**src/rtl/uart_rx_frame_if.sv**
```systemverilog
// Receive-side bundle between the baud generator, the serial line and the word consumer.
// Latency: none (wiring only).
// Backpressure: rx_valid/rx_ready; the receiver reports lost words with overrun_err.
// Ports: master = receiver (drives baud_en, rx_data, rx_valid, error pulses);
//        slave  = environment (drives baud_tick, rx, rx_ready).
interface uart_rx_frame_if #(
  parameter int DATA_BITS = 8
);
  logic                 baud_tick;
  logic                 rx;
  logic                 baud_en;
  logic [DATA_BITS-1:0] rx_data;
  logic                 rx_valid;
  logic                 rx_ready;
  logic                 framing_err;
  logic                 overrun_err;
  logic                 parity_err;

  modport master (
    input  baud_tick, rx, rx_ready,
    output baud_en, rx_data, rx_valid, framing_err, overrun_err, parity_err
  );

  modport slave (
    output baud_tick, rx, rx_ready,
    input  baud_en, rx_data, rx_valid, framing_err, overrun_err, parity_err
  );
endinterface

```
**src/rtl/uart_rx_frame.sv**
```systemverilog
// UART receive framer: start-bit validation, mid-bit sampling, LSB-first word assembly.
// Latency: outputs register one clk after the stop-bit sample; rx to START entry 2-3 clk.
// Backpressure: one-word output register; a word arriving while it is unaccepted is dropped with overrun_err.
// Ports: clk, areset (async, active high), bus (uart_rx_frame_if.master: baud_tick, rx,
//        rx_ready in; baud_en, rx_data, rx_valid, framing_err, overrun_err, parity_err out).
// Optional macro UART_RX_PARITY_EN adds an even-parity bit after the data bits.
module uart_rx_frame #(
  parameter int DATA_BITS  = 8,
  parameter int OVERSAMPLE = 16
) (
  input  logic              clk,
  input  logic              areset,
  uart_rx_frame_if.master   bus
);

  localparam int TW = $clog2(OVERSAMPLE);
  localparam int BW = (DATA_BITS > 1) ? $clog2(DATA_BITS) : 1;
  // Terminal counts: the sample happens on the tick that completes the interval.
  localparam logic [TW-1:0] T_HALF = TW'(OVERSAMPLE / 2 - 1);
  localparam logic [TW-1:0] T_FULL = TW'(OVERSAMPLE - 1);
  localparam logic [BW-1:0] B_LAST = BW'(DATA_BITS - 1);

  typedef enum logic [2:0] {
    S_IDLE,
    S_START,
    S_DATA,
`ifdef UART_RX_PARITY_EN
    S_PARITY,
`endif
    S_STOP
  } state_t;

  state_t               state_q, state_d;
  logic                 sync0_q, rxs_q;
  logic [TW-1:0]        tcnt_q, tcnt_d;
  logic [BW-1:0]        bcnt_q, bcnt_d;
  logic [DATA_BITS-1:0] shreg_q, shreg_d;
  logic                 baud_en_q, baud_en_d;
  logic [DATA_BITS-1:0] rx_data_q, rx_data_d;
  logic                 rx_valid_q, rx_valid_d;
  logic                 ferr_q, ferr_d;
  logic                 oerr_q, oerr_d;
`ifdef UART_RX_PARITY_EN
  logic                 par_bad_q, par_bad_d;
  logic                 perr_q, perr_d;
`endif

  // Two-flop synchronizer; idles high so reset never looks like a start bit.
  always_ff @(posedge clk or posedge areset) begin
    if (areset) begin
      sync0_q <= 1'b1;
      rxs_q   <= 1'b1;
    end else begin
      sync0_q <= bus.rx;
      rxs_q   <= sync0_q;
    end
  end

  always_ff @(posedge clk or posedge areset) begin
    if (areset) begin
      state_q    <= S_IDLE;
      tcnt_q     <= '0;
      bcnt_q     <= '0;
      shreg_q    <= '0;
      baud_en_q  <= 1'b0;
      rx_data_q  <= '0;
      rx_valid_q <= 1'b0;
      ferr_q     <= 1'b0;
      oerr_q     <= 1'b0;
`ifdef UART_RX_PARITY_EN
      par_bad_q  <= 1'b0;
      perr_q     <= 1'b0;
`endif
    end else begin
      state_q    <= state_d;
      tcnt_q     <= tcnt_d;
      bcnt_q     <= bcnt_d;
      shreg_q    <= shreg_d;
      baud_en_q  <= baud_en_d;
      rx_data_q  <= rx_data_d;
      rx_valid_q <= rx_valid_d;
      ferr_q     <= ferr_d;
      oerr_q     <= oerr_d;
`ifdef UART_RX_PARITY_EN
      par_bad_q  <= par_bad_d;
      perr_q     <= perr_d;
`endif
    end
  end

  always_comb begin
    state_d    = state_q;
    tcnt_d     = tcnt_q;
    bcnt_d     = bcnt_q;
    shreg_d    = shreg_q;
    rx_data_d  = rx_data_q;
    // An accepted word leaves the output register unless a new one replaces it below.
    rx_valid_d = rx_valid_q && !bus.rx_ready;
    ferr_d     = 1'b0;
    oerr_d     = 1'b0;
`ifdef UART_RX_PARITY_EN
    par_bad_d  = par_bad_q;
    perr_d     = 1'b0;
`endif

    case (state_q)
      S_IDLE: begin
        // Ticks are ignored here; the counters restart from the detection point.
        tcnt_d = '0;
        bcnt_d = '0;
        if (!rxs_q) state_d = S_START;
      end

      S_START: begin
        if (bus.baud_tick) begin
          if (tcnt_q == T_HALF) begin
            tcnt_d  = '0;
            state_d = rxs_q ? S_IDLE : S_DATA;
          end else begin
            tcnt_d = tcnt_q + 1'b1;
          end
        end
      end

      S_DATA: begin
        if (bus.baud_tick) begin
          if (tcnt_q == T_FULL) begin
            tcnt_d          = '0;
            shreg_d[bcnt_q] = rxs_q;
            if (bcnt_q == B_LAST) begin
              bcnt_d = '0;
`ifdef UART_RX_PARITY_EN
              state_d = S_PARITY;
`else
              state_d = S_STOP;
`endif
            end else begin
              bcnt_d = bcnt_q + 1'b1;
            end
          end else begin
            tcnt_d = tcnt_q + 1'b1;
          end
        end
      end

`ifdef UART_RX_PARITY_EN
      S_PARITY: begin
        if (bus.baud_tick) begin
          if (tcnt_q == T_FULL) begin
            tcnt_d    = '0;
            // Even parity: data bits plus parity bit must XOR to zero.
            par_bad_d = ^{shreg_q, rxs_q};
            state_d   = S_STOP;
          end else begin
            tcnt_d = tcnt_q + 1'b1;
          end
        end
      end
`endif

      S_STOP: begin
        if (bus.baud_tick) begin
          if (tcnt_q == T_FULL) begin
            tcnt_d  = '0;
            state_d = S_IDLE;
            if (rxs_q) begin
              if (!rx_valid_q || bus.rx_ready) begin
                rx_data_d  = shreg_q;
                rx_valid_d = 1'b1;
              end else begin
                oerr_d = 1'b1;
              end
`ifdef UART_RX_PARITY_EN
              perr_d = par_bad_q;
`endif
            end else begin
              ferr_d = 1'b1;
            end
          end else begin
            tcnt_d = tcnt_q + 1'b1;
          end
        end
      end

      default: state_d = S_IDLE;
    endcase

    // Registered from the next state so it rises on START entry and falls on the stop/false-start edge.
    baud_en_d = (state_d != S_IDLE);
  end

  assign bus.baud_en     = baud_en_q;
  assign bus.rx_data     = rx_data_q;
  assign bus.rx_valid    = rx_valid_q;
  assign bus.framing_err = ferr_q;
  assign bus.overrun_err = oerr_q;
`ifdef UART_RX_PARITY_EN
  assign bus.parity_err  = perr_q;
`else
  assign bus.parity_err  = 1'b0;
`endif

endmodule
```
**src/flat_wrapper.sv**
```systemverilog
// flat-port wrapper written by rule: the top's interface ports become plain ports
module uart_rx_frame_flat 
#(
  parameter int DATA_BITS  = 8,
  parameter int OVERSAMPLE = 16
)
  (clk, areset, bus_baud_tick, bus_rx, bus_rx_ready, bus_baud_en, bus_rx_data, bus_rx_valid, bus_framing_err, bus_overrun_err, bus_parity_err);
  uart_rx_frame_if #(.DATA_BITS(DATA_BITS)) bus_i ();
  input  logic clk;
  input  logic areset;
  input wire logic [$bits(bus_i.baud_tick)-1:0] bus_baud_tick;
  input wire logic [$bits(bus_i.rx)-1:0] bus_rx;
  input wire logic [$bits(bus_i.rx_ready)-1:0] bus_rx_ready;
  output wire logic [$bits(bus_i.baud_en)-1:0] bus_baud_en;
  output wire logic [$bits(bus_i.rx_data)-1:0] bus_rx_data;
  output wire logic [$bits(bus_i.rx_valid)-1:0] bus_rx_valid;
  output wire logic [$bits(bus_i.framing_err)-1:0] bus_framing_err;
  output wire logic [$bits(bus_i.overrun_err)-1:0] bus_overrun_err;
  output wire logic [$bits(bus_i.parity_err)-1:0] bus_parity_err;
  assign bus_i.baud_tick = bus_baud_tick;
  assign bus_i.rx = bus_rx;
  assign bus_i.rx_ready = bus_rx_ready;
  assign bus_baud_en = bus_i.baud_en;
  assign bus_rx_data = bus_i.rx_data;
  assign bus_rx_valid = bus_i.rx_valid;
  assign bus_framing_err = bus_i.framing_err;
  assign bus_overrun_err = bus_i.overrun_err;
  assign bus_parity_err = bus_i.parity_err;
  uart_rx_frame #(.DATA_BITS(DATA_BITS), .OVERSAMPLE(OVERSAMPLE)) u_core (.clk(clk), .areset(areset), .bus(bus_i));
endmodule
```
**config.mk**
```make
export PLATFORM = sky130hd
export DESIGN_NAME = uart_rx_frame_flat
export DESIGN_NICKNAME = d
export VERILOG_FILES = /design/src/rtl/uart_rx_frame_if.sv /design/src/rtl/uart_rx_frame.sv /design/src/flat_wrapper.sv
export SDC_FILE = /design/constraint.sdc
export NUM_CORES = 1
export LEC_CHECK = 0
export BUFFER_PORTS_ARGS = -buffer_cell sky130_fd_sc_hd__buf_2
export CELL_PAD_IN_SITES_DETAIL_PLACEMENT = 0
export CELL_PAD_IN_SITES_GLOBAL_PLACEMENT = 1
export CORE_ASPECT_RATIO = 1.75
export CORE_MARGIN = 2
export CORE_UTILIZATION = 47
export CTS_CLUSTER_DIAMETER = 30
export DETAILED_ROUTE_END_ITERATION = 7
export HOLD_SLACK_MARGIN = 0.06
export PLACE_DENSITY_LB_ADDON = 0.1
export SLEW_MARGIN = 20
export SYNTH_ARGS = -nofsm -noshare
export SYNTH_HDL_FRONTEND = slang
export SYNTH_SLANG_ARGS = --single-unit
```
**constraint.sdc**
```tcl
create_clock -name clk -period 3.4 [get_ports clk]
set_input_delay 0.17 -clock clk [delete_from_list [all_inputs] [get_ports clk]]
set_output_delay 0.17 -clock clk [all_outputs]
set_load 0.005 [all_outputs]
```
======== After elaboration in Yosys (flattened, before gate mapping) ========
Index checks and enable logic that the tools add are counted.
word-level totals
  bits of input ports ..................... 5
  flip-flop bits (word level) ............. 32
  word-level logic and storage cells ...... 75
cells by class
  equal/unequal tests ..................... 10
  add/subtract/negate cells ............... 2
  reduce and logical (&&, ||, !) cells .... 14
  multiplexer cells ....................... 36
  $lt $le $gt $ge ......................... 2
operators with widths
  cell                   count
  $mux W3                11
  $mux W4                4
  $mux W1                15
  $pmux W3 S4            1
  $pmux W4 S3            1
  $reduce_and A3 Y1      3
  $bwmux W8              1
  $eq A3 B2 Y1 const B   2
  $pmux W3 S2            1
  $reduce_bool A3 Y1     2
  $reduce_and A5 Y1      1
  $add A4 B1 Y4 const B  1
  $eq A4 B3 Y1 const B   1
  $eq A4 B4 Y1 const B   1
  $lt A3 B4 Y1 const B   1
  $ne A2 B1 Y1 const B   2
  $ne A2 B2 Y1 const B   2
  $add A3 B1 Y3 const B  1
  $demux W1 S3           1
  $eq A3 B1 Y1 const B   1
  $eq A3 B3 Y1 const B   1
  $ge A3 B1 Y1 const B   1
  $logic_not A3 Y1       1
  $logic_and A1 B1 Y1    2
  5 further kinds        6

======== Longest topological paths before layout ========
  word-level depth ........................ 7
  mapped depth ............................ 6

======== Least setup slack after synthesis ========
Ideal clock, no wire load.
  path type ............................... register to register
  start ................................... register u_core.tcnt_q[0]
  end ..................................... register u_core.shreg_q[2]
  cell stages (with the launch flop) ...... 6
  data required time ...................... 3.275 ns
  library setup time ...................... 0.125 ns
  arrival time ............................ 1.788 ns
  slack ................................... 1.487 ns
  cell sequence ........................... dfrtp_1 -> ha_1 -> nand3_1 -> or4_4 -> nor3b_2 -> mux2_2
between the ends
  cells in the longest elaborated chain, start to end .. 2
ends and longest elaborated chain
  element                      line                  RTL
  from (decl)                  uart_rx_frame.sv:35   logic [TW-1:0] tcnt_q, tcnt_d;
  from (signal assigned)       uart_rx_frame.sv:76   tcnt_q <= tcnt_d;
  $eq A4 B4 Y1                 uart_rx_frame.sv:127  if (tcnt_q == T_FULL) begin
  $reduce_and A3 Y1 (no line)  n/a
  to (signal assigned)         uart_rx_frame.sv:78   shreg_q <= shreg_d;
  to (decl)                    uart_rx_frame.sv:37   logic [DATA_BITS-1:0] shreg_q, shreg_d;
Every way passes these cells.
A chain may end at the register's enable or synchronous reset.

======== Final worst setup path ========
Ends and elaborated chain as after synthesis.

==> results.toml <==
[worst_setup_path]
timing.critical_path.max_delay_family = "simple AND/OR/NAND/NOR gates"
cp.depth = 5
timing.reg2reg.worst_path_depth = 5
worst_ep_arrival_time_ps = 2230
cp.required_ps = 3560
worstPathMaxFanout = 6
cp_slowest_cell = "or4_4"
critical_path.n_buffers_inverters = 0
setup.worst_path.end_class = "flip-flop"
worstSetupStartpointType = "flip-flop"
critPathKind = "reg -> reg"
critical_path_s_largest_stage_delay_ps = 560
worstPathCellList = "ha_1 > nand3_1 > or4_4 > nor3b_2 > mux2_2"

[die]
die_height_um = 78.9
floorplan.io_pins = 18
floorplan.initialDensity_pct = 48.5
floorplan_core_area_um2 = 3110
die_w_um = 46.8
die_area_um2 = 3690
count_of_standard_cell_rows = 27

[power]
pwr-share-seq_pct = 48.5
power_frac_comb_pct = 3.6
power.total_uw = 814
power.switching_fraction_pct = 19.3
clock_power_share_pct = 47.9
switching_power_uw = 157
p_leak_uw = 0.000850
internal-power_uw = 657
irDropWorstVdd_uv = 431
power-per-cell-area_nw_per_um2 = 469

[routing]
dr_total_vias = 1014
detail_route.wirelength.met1_um = 996
met3WireLength_um = 73
drtAntennaViolNets = 0
drcViolationCount = 0
route.met2.wl_um = 1500
top_layer_used = "met4"
firstDrtPassIters = 4
totalWireLength_um = 2670
routed_via_density = 5.37
drt_first_iter_violations = 16
routed_wire_length_per_instance_um = 14.1

[cts]
cts_tree = "done"
cts_post_setup_buffers_inserted = 0
clk_root_buffer_cell = "clkbuf_8"
clock-sinks = 32
clock_tree.htree_level_count = 2
cts.reportedPaths.clkPinSlew_ps = 60
clk_latency_ps = 280
clock_tree.buffer_depth = 2
cts_inserted_buffers = 5

[placement]
portBuffers = 16
routabilityCongestion = 0.807
detailedPlacementHpwl_um = 2030
placed_area_um2 = 1590
preCtsSetupSlack_ps = 1340

[status]
run_status = "finished, final reports clean"

[sta]
final_skew_ps = 3.08
relSlewSlack_pct = 55.4
timing.final.setup_violations = 0
worstMarginPinSlew_ps = 663
period_share_pct = 60.8
clock.fmax_ghz = 0.483
final_critical_path_setup_slack_ps = 1330
final_hold_viol_count = 0
finalMaxSlewViolations = 0
fin_tns_setup_ps = 0
tmin_final_ps = 2070
rsz0062_at_grt = "no"

[synth]
yosys_register_bits = 32
synthArstFlopShare_pct = 100
synth_area_um2 = 1510
ys_warn_count = 0
synth_sequential_area_ratio_pct = 53.3
main_flop_type_after_synthesis = "dfrtp_1"
synth_cell_types = 37
synth-edff-count = 0
netlist_instances = 125
synth_area_per_cell_um2 = 12.1

[hold_path]
holdPathStages = 3
timing.hold.worst.class = "in -> reg"

[finish]
layout.cell_area.non_filler_um2 = 1740
final_layout_size_suffix_gt1_share_pct = 35.6
insertedDiodeCount = 0
layout-area-overhead-vs-synth_pct = 15.1
fin_nets = 153

[global_routing]
grt_first_pass_wirelength_um = 4670
grt_pass1_vias = 1045
grt_util_all_layers_pct = 17.9
grt.overflow.total = 0
antenna_found_initial = 0
pin_count_of_the_biggest_net_entering_global_routing = 32

[job]
cap_viol_max_count = 0
worst paths after layout:
| kind | startpoint | to | slack, ps |
|---|---|---|---|
| min reg2reg | u_core.sync0_q | u_core.rxs_q | 360 |
| min in group asynchronous | areset | u_core.tcnt_q[0] | 520 |
| max reg2reg | u_core.tcnt_q[0] | u_core.shreg_q[2] | 1330 |
| min | bus_rx_ready | u_core.bus.overrun_err | 220 |
| max | u_core.tcnt_q[0] | u_core.shreg_q[2] | 1330 |
| max in group asynchronous | areset | u_core.state_q[0] | 2400 |
repair_timing:
item                                   CTS  global route
hold buffers                             2             0
resized for setup                        0             0
endpoints found under the hold margin   29             0
worst reg2reg max path: cells and delay by family, from the launching register on:
family,cells,cell delay (ps)
and+or+nand+nor,3,950
muxes,1,350
DFF,1,390
adders and majority gates,1,270
logic make-up after synthesis:
logic type / Yosys count / synth area share [%]
AND/OR/NAND/NOR: 40 / 16.3
buffers and inverters: 12 / 5.48
XOR/XNOR: 1 / 0.581
AO/OA/AOI/OAI: 20 / 9.71
other: 1 / 0.249
flip-flops: 32 / 53.3
adder cells (fa/ha/maj): 3 / 2.49
multiplexers: 16 / 12.0
per-stage QoR:
step | hold slack [ps] | util, % | cells
floorplan | 174 | - | 126
global placement | 275 | 51.1 | 179
detailed placement | 277 | 51.1 | 179
CTS | 214 | 55.8 | 189
global route | 230 | 55.8 | 189
finish | 217 | 55.8 | 189
state kept, by name, summed over array words and instances (netlist names):
signal / count
u_core.bcnt_q: 3
u_core.bus.baud_en: 1
u_core.bus.framing_err: 1
u_core.bus.overrun_err: 1
u_core.bus.rx_data: 8
u_core.bus.rx_valid: 1
u_core.rxs_q: 1
u_core.shreg_q: 8
u_core.state_q: 3
u_core.sync0_q: 1
u_core.tcnt_q: 4
power groups by stage:
| stage | Clock (µW) | Combinational (µW) | Sequential, µW |
|---|---|---|---|
| 2_1_floorplan | 0 | 25.5 | 397 |
| 3_3_place_gp | 0 | 27.9 | 402 |
| 3_5_place_dp | 0 | 28.4 | 402 |
| 4_1_cts | 401 | 30.3 | 395 |
| 5_1_grt | 422 | 34.5 | 396 |
| 6_report | 390 | 29.2 | 395 |
Yosys cell counts, types with 2 or more instances:
| cell type | count | area share [%] |
|---|---|---|
| dfstp_2 | 2 | 3.5 |
| nor2_1 | 6 | 1.5 |
| buf_4 | 3 | 1.5 |
| o21ai_0 | 4 | 1.3 |
| inv_1 | 5 | 1.2 |
| nor3b_2 | 2 | 1.7 |
| nand4_1 | 2 | 0.83 |
| a21oi_1 | 2 | 0.66 |
| a31oi_1 | 2 | 0.83 |
| a22o_1 | 5 | 2.9 |
| ha_1 | 3 | 2.5 |
| nand3_1 | 4 | 1.3 |
| mux2_2 | 16 | 12 |
| nand3b_1 | 4 | 2.0 |
| dfrtp_1 | 30 | 50 |
| or2_2 | 2 | 0.83 |
| nor3_1 | 5 | 1.7 |
| buf_6 | 2 | 1.5 |
| nand2_1 | 8 | 2.0 |
cell type report:
| type | count | area (µm²) |
|---|---|---|
| Multi-Input combinational cell | 82 | 626 |
| Inverter | 5 | 18.8 |
| Tap cell | 43 | 53.8 |
| Clock buffer | 7 | 96.3 |
| Clock inverter | 1 | 30.0 |
| Fill cell | 314 | 1370 |
| Sequential cell | 32 | 803 |
| Timing Repair Buffer | 19 | 108 |
metal layers:
layer / global-route usage, % / vias to the layer above
met1: 18.2 / 496
met2: 30.3 / 20
li1: - / 488
met4: 10.8 / 0
met3: 4.77 / 10
met5: 0 / -
placed cells by master (no fill, tap or decap), types with 2 or more instances in the layout:
| cell type | synthesis | routed |
|---|---|---|
| nor2_1 | 6 | 6 |
| a31oi_1 | 2 | 2 |
| dfstp_2 | 2 | 2 |
| mux2_2 | 16 | 16 |
| a22o_1 | 5 | 5 |
| o21ai_0 | 4 | 4 |
| dfrtp_1 | 30 | 30 |
| nand2_1 | 8 | 8 |
| inv_1 | 5 | 4 |
| nand3b_1 | 4 | 4 |
| ha_1 | 3 | 3 |
| or2_2 | 2 | 2 |
| nor3b_2 | 2 | 2 |
| nor3_1 | 5 | 5 |
| clkbuf_8 | 1 | 7 |
| nand4_1 | 2 | 2 |
| conb_1 | 1 | 2 |
| dlygate4sd3_1 | 0 | 2 |
| nand3_1 | 4 | 4 |
| buf_2 | 1 | 16 |
| a21oi_1 | 2 | 2 |
(Power assumes the default switching activity.)
